<file path="src/rtl/rgb_wheel_pkg.sv">
// Shared types and helpers for the RGB colour-wheel receive monitor.
// Lit vector bit order is {red, green, blue}, 1 = lit.
package rgb_wheel_pkg;

  typedef logic [2:0] sector_t;

  typedef enum logic {
    ST_ACQUIRE,
    ST_TRACK
  } state_t;

  localparam sector_t SECTOR_INVALID = 3'd7;

  localparam logic [2:0] LIT_RED = 3'b100;
  localparam logic [2:0] LIT_YEL = 3'b110;
  localparam logic [2:0] LIT_GRN = 3'b010;
  localparam logic [2:0] LIT_CYN = 3'b011;
  localparam logic [2:0] LIT_BLU = 3'b001;
  localparam logic [2:0] LIT_MAG = 3'b101;

  function automatic sector_t lit_to_sector(
    input logic [2:0] lit
  );
    sector_t s;
    unique case (1'b1)
      (lit == LIT_RED): s = 3'd0;
      (lit == LIT_YEL): s = 3'd1;
      (lit == LIT_GRN): s = 3'd2;
      (lit == LIT_CYN): s = 3'd3;
      (lit == LIT_BLU): s = 3'd4;
      (lit == LIT_MAG): s = 3'd5;
      default:          s = SECTOR_INVALID;
    endcase
    return s;
  endfunction

  // Invalid has no successor; it maps to itself.
  function automatic sector_t next_sector(
    input sector_t s
  );
    sector_t n;
    if (s == 3'd5)
      n = 3'd0;
    else if (s > 3'd5)
      n = SECTOR_INVALID;
    else
      n = s + 3'd1;
    return n;
  endfunction

endpackage

</file>
<file path="src/rtl/rgb_wheel_decoder_filter.sv">
// 2-flop synchroniser plus stability filter for the active-low RGB lines.
// Emits the lit code and a one-cycle accept strobe after FILTER_CYCLES stable samples.
module rgb_sync_filter #(
  parameter int W             = 3,
  parameter int FILTER_CYCLES = 16
) (
  input  logic         clk,
  input  logic         rst,
  input  logic [W-1:0] lines_n,
  output logic [W-1:0] code,
  output logic         accept
);

  localparam int CW = $clog2(FILTER_CYCLES + 1);
  localparam logic [CW-1:0] F_MAX = CW'(FILTER_CYCLES);

  logic [W-1:0]  s1;
  logic [W-1:0]  s2;
  logic [W-1:0]  cand;
  logic [W-1:0]  acc;
  logic [CW-1:0] cnt;
  logic [CW-1:0] run;

  assign code = ~s2;

  // Length of the current run of identical samples, including this one.
  always_comb begin
    run = CW'(1);
    if (code == cand)
      run = (cnt == F_MAX) ? cnt : cnt + CW'(1);
  end

  assign accept = (code != acc) && (run == F_MAX);

  // Synchroniser flops idle unlit; the filter tracks candidate and accepted code.
  always_ff @(posedge clk or posedge rst) begin
    if (rst) begin
      s1   <= '1;
      s2   <= '1;
      cand <= '0;
      acc  <= '0;
      cnt  <= '0;
    end else begin
      s1   <= lines_n;
      s2   <= s1;
      cand <= code;
      cnt  <= run;
      if (accept)
        acc <= code;
    end
  end

endmodule

</file>
<file path="src/rtl/rgb_wheel_decoder.sv">
// Colour-wheel receive monitor: sector decode, dwell timing, record port, health flags.
// Optional macro RGB_DECODER_ORDER_CHECK_EN enables the sector-order checker.
module rgb_wheel_decoder
  import rgb_wheel_pkg::*;
#(
  parameter int CLK_HZ        = 12000000,
  parameter int FILTER_CYCLES = 16,
  parameter int CNT_W         = 24
) (
  input  logic             clk,
  input  logic             rst,
  input  logic             rgb_r_n,
  input  logic             rgb_g_n,
  input  logic             rgb_b_n,
  output logic             rec_valid,
  input  logic             rec_ready,
  output logic [2:0]       rec_sector,
  output logic [CNT_W-1:0] rec_dwell,
  output logic [2:0]       cur_sector,
  output logic             locked,
  input  logic             clr_flags,
  output logic             overrun,
  output logic             invalid_seen,
  output logic             order_err
);

  if (FILTER_CYCLES < 1 || CLK_HZ < 1) begin : g_bad_cfg
    $error("rgb_wheel_decoder: FILTER_CYCLES and CLK_HZ must be >= 1");
  end

  localparam logic [CNT_W-1:0] DWELL_MAX = '1;

  logic [2:0]       code;
  logic             accept;
  sector_t          new_sec;
  state_t           state;
  logic [CNT_W-1:0] dwell;
  logic             load;
  logic             drop;

  rgb_sync_filter #(
    .W             (3),
    .FILTER_CYCLES (FILTER_CYCLES)
  ) u_filter (
    .clk     (clk),
    .rst     (rst),
    .lines_n ({rgb_r_n, rgb_g_n, rgb_b_n}),
    .code    (code),
    .accept  (accept)
  );

  assign new_sec = lit_to_sector(code);
  assign load    = accept && (state == ST_TRACK);
  assign drop    = load && rec_valid && !rec_ready;

  // Acquire/track FSM with the current sector and its saturating dwell count.
  always_ff @(posedge clk or posedge rst) begin
    if (rst) begin
      state      <= ST_ACQUIRE;
      cur_sector <= SECTOR_INVALID;
      dwell      <= '0;
      locked     <= 1'b0;
    end else begin
      unique case (state)
        ST_ACQUIRE: begin
          if (accept && new_sec != SECTOR_INVALID) begin
            state      <= ST_TRACK;
            cur_sector <= new_sec;
            dwell      <= CNT_W'(1);
            locked     <= 1'b1;
          end
        end
        ST_TRACK: begin
          if (accept) begin
            cur_sector <= new_sec;
            dwell      <= CNT_W'(1);
          end else if (dwell != DWELL_MAX) begin
            dwell <= dwell + CNT_W'(1);
          end
        end
        default: state <= ST_ACQUIRE;
      endcase
    end
  end

  // Single-entry record register; a held record is never overwritten.
  always_ff @(posedge clk or posedge rst) begin
    if (rst) begin
      rec_valid  <= 1'b0;
      rec_sector <= '0;
      rec_dwell  <= '0;
    end else if (load && !drop) begin
      rec_valid  <= 1'b1;
      rec_sector <= cur_sector;
      rec_dwell  <= dwell;
    end else if (rec_valid && rec_ready) begin
      rec_valid  <= 1'b0;
    end
  end

  // Sticky health flags; a set event beats a simultaneous clear.
  always_ff @(posedge clk or posedge rst) begin
    if (rst) begin
      overrun      <= 1'b0;
      invalid_seen <= 1'b0;
    end else begin
      overrun      <= drop | (overrun & ~clr_flags);
      invalid_seen <= (load && new_sec == SECTOR_INVALID)
                    | (invalid_seen & ~clr_flags);
    end
  end

`ifdef RGB_DECODER_ORDER_CHECK_EN
  logic ord_hit;

  assign ord_hit = load && (cur_sector == SECTOR_INVALID ||
                            new_sec != next_sector(cur_sector));

  // Sticky flag for any step that is not the next sector around the wheel.
  always_ff @(posedge clk or posedge rst) begin
    if (rst)
      order_err <= 1'b0;
    else
      order_err <= ord_hit | (order_err & ~clr_flags);
  end
`else
  assign order_err = 1'b0;
`endif

endmodule

</file>
<file path="config.mk">
export PLATFORM = sky130hd
export DESIGN_NAME = rgb_wheel_decoder
export DESIGN_NICKNAME = d
export VERILOG_FILES = /design/src/rtl/rgb_wheel_pkg.sv /design/src/rtl/rgb_wheel_decoder_filter.sv /design/src/rtl/rgb_wheel_decoder.sv
export SDC_FILE = /design/constraint.sdc
export NUM_CORES = 1
export LEC_CHECK = 0
export BUFFER_PORTS_ARGS = -buffer_cell sky130_fd_sc_hd__buf_2
export CAP_MARGIN = 20
export CORE_MARGIN = 3
export CORE_UTILIZATION = 52
export DETAILED_ROUTE_END_ITERATION = 10
export HOLD_SLACK_MARGIN = 0.06
export PLACE_DENSITY = 0.75
export SYNTH_ARGS = -nofsm -noshare
export SYNTH_HDL_FRONTEND = slang
export SYNTH_SLANG_ARGS = --single-unit
</file>
<file path="constraint.sdc">
create_clock -name clk -period 2.64 [get_ports clk]
set_clock_uncertainty 0.1 [all_clocks]
set_input_delay 0.66 -clock clk [delete_from_list [all_inputs] [get_ports clk]]
set_output_delay 0.66 -clock clk [all_outputs]
set_load 0.01 [all_outputs]
</file>
==> metrics.txt, run 1 <==
total number of vias=between 2000 and 3000; most used flip-flop cell after synthesis=sky130_fd_sc_hd__dfrtp_1; highest attainable clock frequency=0.3789 GHz; combinational share of power=4.8%; number of buffers created by CTS=9; Clock Power Share=a little under 40%; dominant cell by count in the synthesized netlist=sky130_fd_sc_hd__dfrtp_1; type of the worst min-delay path=register to register; Yosys cell types=55; number of buffers inserted by hold repair at cts=0; async set-reset flop share out of synthesis=100.0%; Worst Path Class, Setup=register to register; setup repair after global routing missed its margin=yes; Critical R2R Launch=u_filter.cnt[0]; detail-routed net length per standard cell=16.77 microns; CP max FO=8; number of instances in the synthesized netlist=approximately 320; area share of the largest cell type after synthesis=46.79%; I/O pin count=42; clock input transition at the sequential cells of the worst setup and hold paths=0.08 ns; multiplexer fraction of the synthesized cell area=approximately 8.8%; number of diodes=0; clk_lat worst skew=0.35 ns; yosys synthesis warning count=0; layout cells sized above 1=a little under two fifths; Port Buf Inserts=40; most common library cells after synthesis=67 x sky130_fd_sc_hd__dfrtp_1, 27 x sky130_fd_sc_hd__mux2_2, 17 x sky130_fd_sc_hd__nor3_1; largest family of logic cells by synthesized area=simple AND/OR/NAND/NOR gates; post-synthesis sequential area ratio=53.39%; Residual DRC=0; type of origin of the critical path=register; WP buf/inv=3; maximum number of pins on one net before global-route repair=77; Starting DRT DRC Count=156; compound-gate portion of the synthesized area=13.51%; number of synthesized flops with an enable pin=0; total power divided by cell area=488.7 nW/um^2; XOR/XNOR Fraction of Synth Area=between 2 and 3%; Internal Dissipation=approximately 1.6 mW; Final Hold Fails=0; maximum number of buffers from clock root to sink=2; destination of the worst hold path=u_filter.s2[0]; pins over their slew limit=0; number of setup violations in the final report=0; min cycle time layout=around 2.6 ns; Critical Path RT=2.78 ns; count of cells along the worst hold path=0; Net Switching=about 500 uW; Row Count=29; Chip Height=a little under 90 microns; number of nets in the finished design=just under 400; area of the mapped netlist=between 3000 and 4000 sq um; DRT antenna net count=0; switching share of total power=23.15%; CTS sink cnt=76; cells traversed along the worst timing path=inv_1 -> ha_2 -> and4bb_2 -> buf_6 -> nor2_2 -> a211oi_4 -> a31oi_1 -> or2_4 -> buf_12 -> a221o_1; Final Core Density=around two thirds; post-synthesis share of cell area spent on and, or, nand and nor gates=approximately 16%; Critical Path Sink Type=register; R2R Path End=dwell[13]; vias in the first global route=~2600; antenna violations before repair=0; top cells by area, synth=sky130_fd_sc_hd__dfrtp_1 47%, sky130_fd_sc_hd__mux2_2 8.5%, sky130_fd_sc_hd__dfstp_2 6.6%; detailed-routing iteration count for the pre-antenna-repair pass=4; arrival time at the worst endpoint=between 2 and 3 ns; syn_nets=325; root buffer cell=sky130_fd_sc_hd__clkbuf_8; minimum hold slack=between 0.2 and 0.3 ns; FILL cells=between 500 and 600; aggregate global-route resource usage=roughly a fifth; die width=between 80 and 90 microns; register-to-register setup slack=0.0007 ns; signed area change from the synthesized netlist to the final layout=21.30%; peak supply drop=366.3 uV; CTS tree=done; adder-cell area share of the yosys netlist=approximately 1.0%; Floorplan Core Area=6495 sq um; post-route cell area=~4300 sq um; placed inst area=roughly 4000 sq um; result of the run=complete, no violations; number of H-tree levels=3; Overflow after GRT=0; Detail Placement HPWL=around 5100 microns; Syn Area/Cell=roughly 11 sq um; ratio of routed vias to standard cells=around 6; worst-path cell with the longest stage delay=sky130_fd_sc_hd__dfrtp_1; Flop pwr share=approximately 56%; number of synthesized register bits=76; crit share post-route=between 90 and 100%; number of cells on the worst reg-to-reg path=10; leakage power=2.161 nW; overall power=around 2.1 mW; starting density of the core=~55%; Hold Path Origin=u_filter.s1[0]; highest cell delay on the worst timing path=just over 0.4 ns; full die area=7924 sq um; routability cong.=approximately 0.86; final routed wirelength across all metal layers=between 7000 and 8000 microns; Top delay family on crit path=compound AO/OA/AOI/OAI gates; number of max-capacitance violations reported=0; global-route wire length before repair=approximately 13000 microns; dominant cell type by area after synthesis=sky130_fd_sc_hd__dfrtp_1
[cells by family after synthesis]
family	count (synthesis)
simple gates	103
flops	76
compound gates	62
buf+inv	30
mux	28
xor+xnor	12
fa+ha+maj	3
other cells	1
[layout by cell type, fill, tap and decap left out, types with 11 or more instances in the layout]
cell type	instances
sky130_fd_sc_hd__buf_2	40
sky130_fd_sc_hd__inv_1	14
sky130_fd_sc_hd__and3_1	11
sky130_fd_sc_hd__nand2_1	16
sky130_fd_sc_hd__buf_4	21
sky130_fd_sc_hd__o21ai_0	14
sky130_fd_sc_hd__nor3_1	17
sky130_fd_sc_hd__clkbuf_8	12
sky130_fd_sc_hd__mux2_2	27
sky130_fd_sc_hd__dfrtp_1	67
sky130_fd_sc_hd__nor2_1	11
sky130_fd_sc_hd__nand3_1	14
[power groups by stage]
stage               sequential, mW  combinational (mW)  clock (mW)
finish                        1.18               0.102       0.837
global placement              1.21              0.0883           0
CTS                           1.18              0.0924       0.856
detailed placement            1.21              0.0912           0
floorplan                     1.20              0.0622           0
global route                  1.19               0.113       0.911
[worst reg2reg max path, delay by kind of cell (launching register included)]
| family | cells | cell delay [ns] |
|---|---|---|
| buffers and inverters | 3 | 0.35 |
| AND/OR/NAND/NOR | 3 | 0.68 |
| AO/OA/AOI/OAI | 3 | 0.82 |
| adder cells (fa/ha/maj) | 1 | 0.17 |
| flip-flops | 1 | 0.41 |
[routing by layer]
layer  routed length, microns  track usage [%]  up-vias
li1                         -                -     1301
met1                     3510            27.25     1353
met2                     3805            33.13       65
met3                      363            6.820        7
met4                       83            7.442        0
met5                        0                0        -
[state kept, by name, summed over array words and instances (netlist names)]
| signal | cells |
|---|---|
| u_filter.s2 | 3 |
| locked | 1 |
| cur_sector | 3 |
| invalid_seen | 1 |
| u_filter.cand | 3 |
| rec_valid | 1 |
| u_filter.acc | 3 |
| overrun | 1 |
| u_filter.cnt | 5 |
| u_filter.s1 | 3 |
| dwell | 24 |
| state | 1 |
| rec_dwell | 24 |
| rec_sector | 3 |
[worst max path at each step]
| stage | from | to | depth (start not counted) |
|---|---|---|---|
| 3_3_place_gp | u_filter.cnt[0] | dwell[5] | 11 |
| 6_report | u_filter.cnt[0] | dwell[13] | 10 |
| 4_1_cts | u_filter.cnt[0] | dwell[20] | 11 |
| 3_5_place_dp | u_filter.cnt[0] | dwell[6] | 10 |
| 5_1_grt | u_filter.cnt[0] | dwell[6] | 10 |
| 2_1_floorplan | u_filter.cnt[0] | rec_dwell[0] | 10 |
[what timing repair did]
item	in CTS	in global routing
resized for setup	0	19
setup buffers	0	6
endpoints found under the setup margin	8	44
pin swaps	1	6
cloned	0	3
[per-stage QoR]
step,std cells,TNS (ns),setup WS (ns)
2_1_floorplan,315,0,0.04799
3_3_place_gp,438,0,0.1002
3_5_place_dp,438,0,0.005813
4_1_cts,454,0,0.02784
5_1_grt,463,-0.6639,-0.08609
6_report,463,0,0.0007356
[layout make-up]
type | count | area (sq um) | area share [%]
clock inverters | 3 | 20.02 | 0.4606
clock buffers | 13 | 168.9 | 3.886
flip-flops and latches | 76 | 1913 | 44.01
well taps | 77 | 96.34 | 2.216
inverters | 15 | 60.06 | 1.382
multi-input cells | 209 | 1580 | 36.36
repair buffers | 70 | 508.0 | 11.69
(Power assumes the default switching activity.)
==> inputs of run 2 (changes only) <==
--- a/config.mk
+++ b/config.mk
@@ -7,11 +7,12 @@
 export LEC_CHECK = 0
 export BUFFER_PORTS_ARGS = -buffer_cell sky130_fd_sc_hd__buf_2
 export CAP_MARGIN = 20
-export CORE_MARGIN = 3
-export CORE_UTILIZATION = 52
+export CELL_PAD_IN_SITES_DETAIL_PLACEMENT = 0
+export CELL_PAD_IN_SITES_GLOBAL_PLACEMENT = 2
+export CORE_UTILIZATION = 35
 export DETAILED_ROUTE_END_ITERATION = 10
 export HOLD_SLACK_MARGIN = 0.06
-export PLACE_DENSITY = 0.75
+export PLACE_DENSITY_LB_ADDON = 0.1
 export SYNTH_ARGS = -nofsm -noshare
 export SYNTH_HDL_FRONTEND = slang
 export SYNTH_SLANG_ARGS = --single-unit
==> run 2 against run 1 <==
Fmax up 3.4%. First-iteration DRC count down 40%. Die area up 34%. Utilization down 21 points. Clock-buffer cell count down 2. Cell count up 13%. Sequential cell count unchanged. Critical path depth unchanged. Clock power up 22%. Setup slack better by 0.086 ns. Critical endpoint unchanged. Largest power group unchanged.
==> metrics.txt, run 2 (same netlist as run 1, synthesis figures left out) <==
highest attainable clock frequency=0.3917 GHz (+3.4%); Top delay family on crit path=compound AO/OA/AOI/OAI gates; met2 routing resource usage after global routing=24.92% (-8.2 points); number of diodes=0 (unchanged); Detail Placement HPWL=5313 microns (+5.0%); I/O pin count=42 (unchanged); Final Hold Fails=0 (unchanged); number of buffers inserted by hold repair at cts=0 (unchanged); maximum number of buffers from clock root to sink=2 (unchanged); Worst Path Class, Setup=register to register; overall power=2.308 mW (+8.7%); starting density of the core=36.33% (-19 points); highest cell delay on the worst timing path=0.41 ns (about the same); aggregate global-route resource usage=16.55% (-4.4 points); clock input transition at the sequential cells of the worst setup and hold paths=0.08 ns (about the same); number of cells on the worst reg-to-reg path=10 (unchanged); die width=103.2 microns (+16%); R2R Path End=dwell[13]; arrival time at the worst endpoint=2.69 ns (-0.09 ns); Final Core Density=45.45% (-21 points); most frequent standard cell in the layout excluding fill and tap cells=sky130_fd_sc_hd__dfrtp_1; Floorplan Core Area=9864 sq um (+52%); result of the run=complete, no violations; met3 demand-to-capacity share in global routing=2.823% (-4.0 points); Port Buf Inserts=40 (unchanged); commonest cells after routing, fill and taps aside=67 x sky130_fd_sc_hd__dfrtp_1, 40 x sky130_fd_sc_hd__buf_2, 27 x sky130_fd_sc_hd__mux2_2; count of cells along the worst hold path=0 (unchanged); register-to-register setup slack=0.09 ns (+0.09 ns); end of the critical path=dwell[13]; detailed-routing iteration count for the pre-antenna-repair pass=5 (+1); Critical R2R Launch=u_filter.cnt[0]; number of H-tree levels=3 (unchanged); pins over their slew limit=0 (unchanged); number of buffers created by CTS=9 (unchanged); Critical Path Sink Type=register; Worst path depth=10 (unchanged); Overflow after GRT=0 (unchanged); ratio of routed vias to standard cells=5.250 (-11%); CTS sink cnt=76 (unchanged); largest registers=dwell x24, rec_dwell x24, u_filter.cnt x5; peak supply drop=295.5 uV (-19%); min cycle time layout=2.553 ns (-0.08598 ns); global-route wire length before repair=13110 microns (+4.4%); total power divided by cell area=514.9 nW/um^2 (+5.4%); CP max FO=8 (unchanged); full die area=10650 sq um (+34%); detail-routed net length per standard cell=16.82 microns (+0.32%); clk_lat worst skew=0.36 ns (about the same); number of nets in the finished design=393 (+0.51%); crit share post-route=96.72% (-3.3 points); Residual DRC=0 (unchanged); antenna violations before repair=0 (unchanged); CTS tree=done; met1 layer usage reported by global route=23.64% (-3.6 points); maximum number of pins on one net before global-route repair=77 (unchanged); WP buf/inv=3 (unchanged); signed area change from the synthesized netlist to the final layout=25.10%; vias in the first global route=2569 (-2.7%); number of setup violations in the final report=0 (unchanged); DRT antenna net count=0 (unchanged); final routed wirelength across all metal layers=8763 microns (+13%); type of the worst min-delay path=register to register; type of origin of the critical path=register; cells traversed along the worst timing path=inv_1 -> ha_2 -> and4bb_4 -> xnor2_4 -> a311oi_4 -> buf_4 -> a21oi_2 -> or2_4 -> buf_12 -> a221o_1; total number of vias=2735 (+0.33%); leakage power=2.198 nW (+1.7%); Setup crit start=u_filter.cnt[0]; root buffer cell=sky130_fd_sc_hd__clkbuf_8; Chip Height=103.2 microns (+16%); number of max-capacitance violations reported=0 (unchanged); worst-path cell with the longest stage delay=sky130_fd_sc_hd__dfrtp_1; Starting DRT DRC Count=94 (-40%); routing layer with the top usage in global route=met2; layout cells sized above 1=36.08% (-0.71 points); routability cong.=0.7740 (-10%); Critical Path RT=2.78 ns (about the same); Row Count=36 (+24%)
## run 2: per-stage QoR
stage	setup TNS (ns)	area (sq um)	cells	hold WS [ns]	setup slack, ns
global route	-0.001813	4483	521	0.2623	-0.001813
finish	0	4483	521	0.2587	0.08672
CTS	0	4328	513	0.2601	0.02481
floorplan	0	3587	315	0.2452	0.04799
detailed placement	0	4101	497	0.2468	0.03161
global placement	0	4101	497	0.2461	0.07929
## run 2: how the worst min path moves through the flow
stage | start | end | slack [ns]
final | u_filter.s1[2] | u_filter.s2[2] | 0.26
after global routing | u_filter.s1[2] | u_filter.s2[2] | 0.26
after CTS | u_filter.s1[2] | u_filter.s2[2] | 0.26
after detailed placement | u_filter.s1[2] | u_filter.s2[2] | 0.25
after global placement | u_filter.s1[0] | u_filter.s2[0] | 0.25
after floorplan | u_filter.s1[0] | u_filter.s2[0] | 0.25
## run 2: area by class of cell
cell class	instances	area, sq um
Inverter	15	60.06
Multi-Input combinational cell	209	1563
Fill cell	948	5381
Sequential cell	76	1913
Tap cell	133	166.4
Clock inverter	5	85.08
Timing Repair Buffer	72	554.3
Clock buffer	11	141.4
## run 2: worst reg2reg max path: stages, from the launching register on
cell	delay [ns]
sky130_fd_sc_hd__dfrtp_1	0.41
sky130_fd_sc_hd__inv_1	0.07
sky130_fd_sc_hd__ha_2	0.15
sky130_fd_sc_hd__and4bb_4	0.29
sky130_fd_sc_hd__xnor2_4	0.10
sky130_fd_sc_hd__a311oi_4	0.33
sky130_fd_sc_hd__buf_4	0.18
sky130_fd_sc_hd__a21oi_2	0.06
sky130_fd_sc_hd__or2_4	0.29
sky130_fd_sc_hd__buf_12	0.15
sky130_fd_sc_hd__a221o_1	0.31
## run 2: timing repair
item,CTS,global route
pin swaps,1,7
gates resized for setup,0,12
gates cloned,0,4
buffers inserted,0,4
endpoints found under the setup margin,6,42
## run 2: per-layer routing
layer / up-vias / share of wire (%)
met5: - / 0
met4: 0 / 1.4
met3: 10 / 2.9
met1: 1369 / 52
li1: 1310 / -
met2: 46 / 44
## run 2: power by group
group          total (mW)  switching [mW]  internal, mW
clock network        1.02           0.460         0.562
logic               0.102          0.0633        0.0391
registers            1.18         0.00718          1.18
total                2.31           0.530          1.78
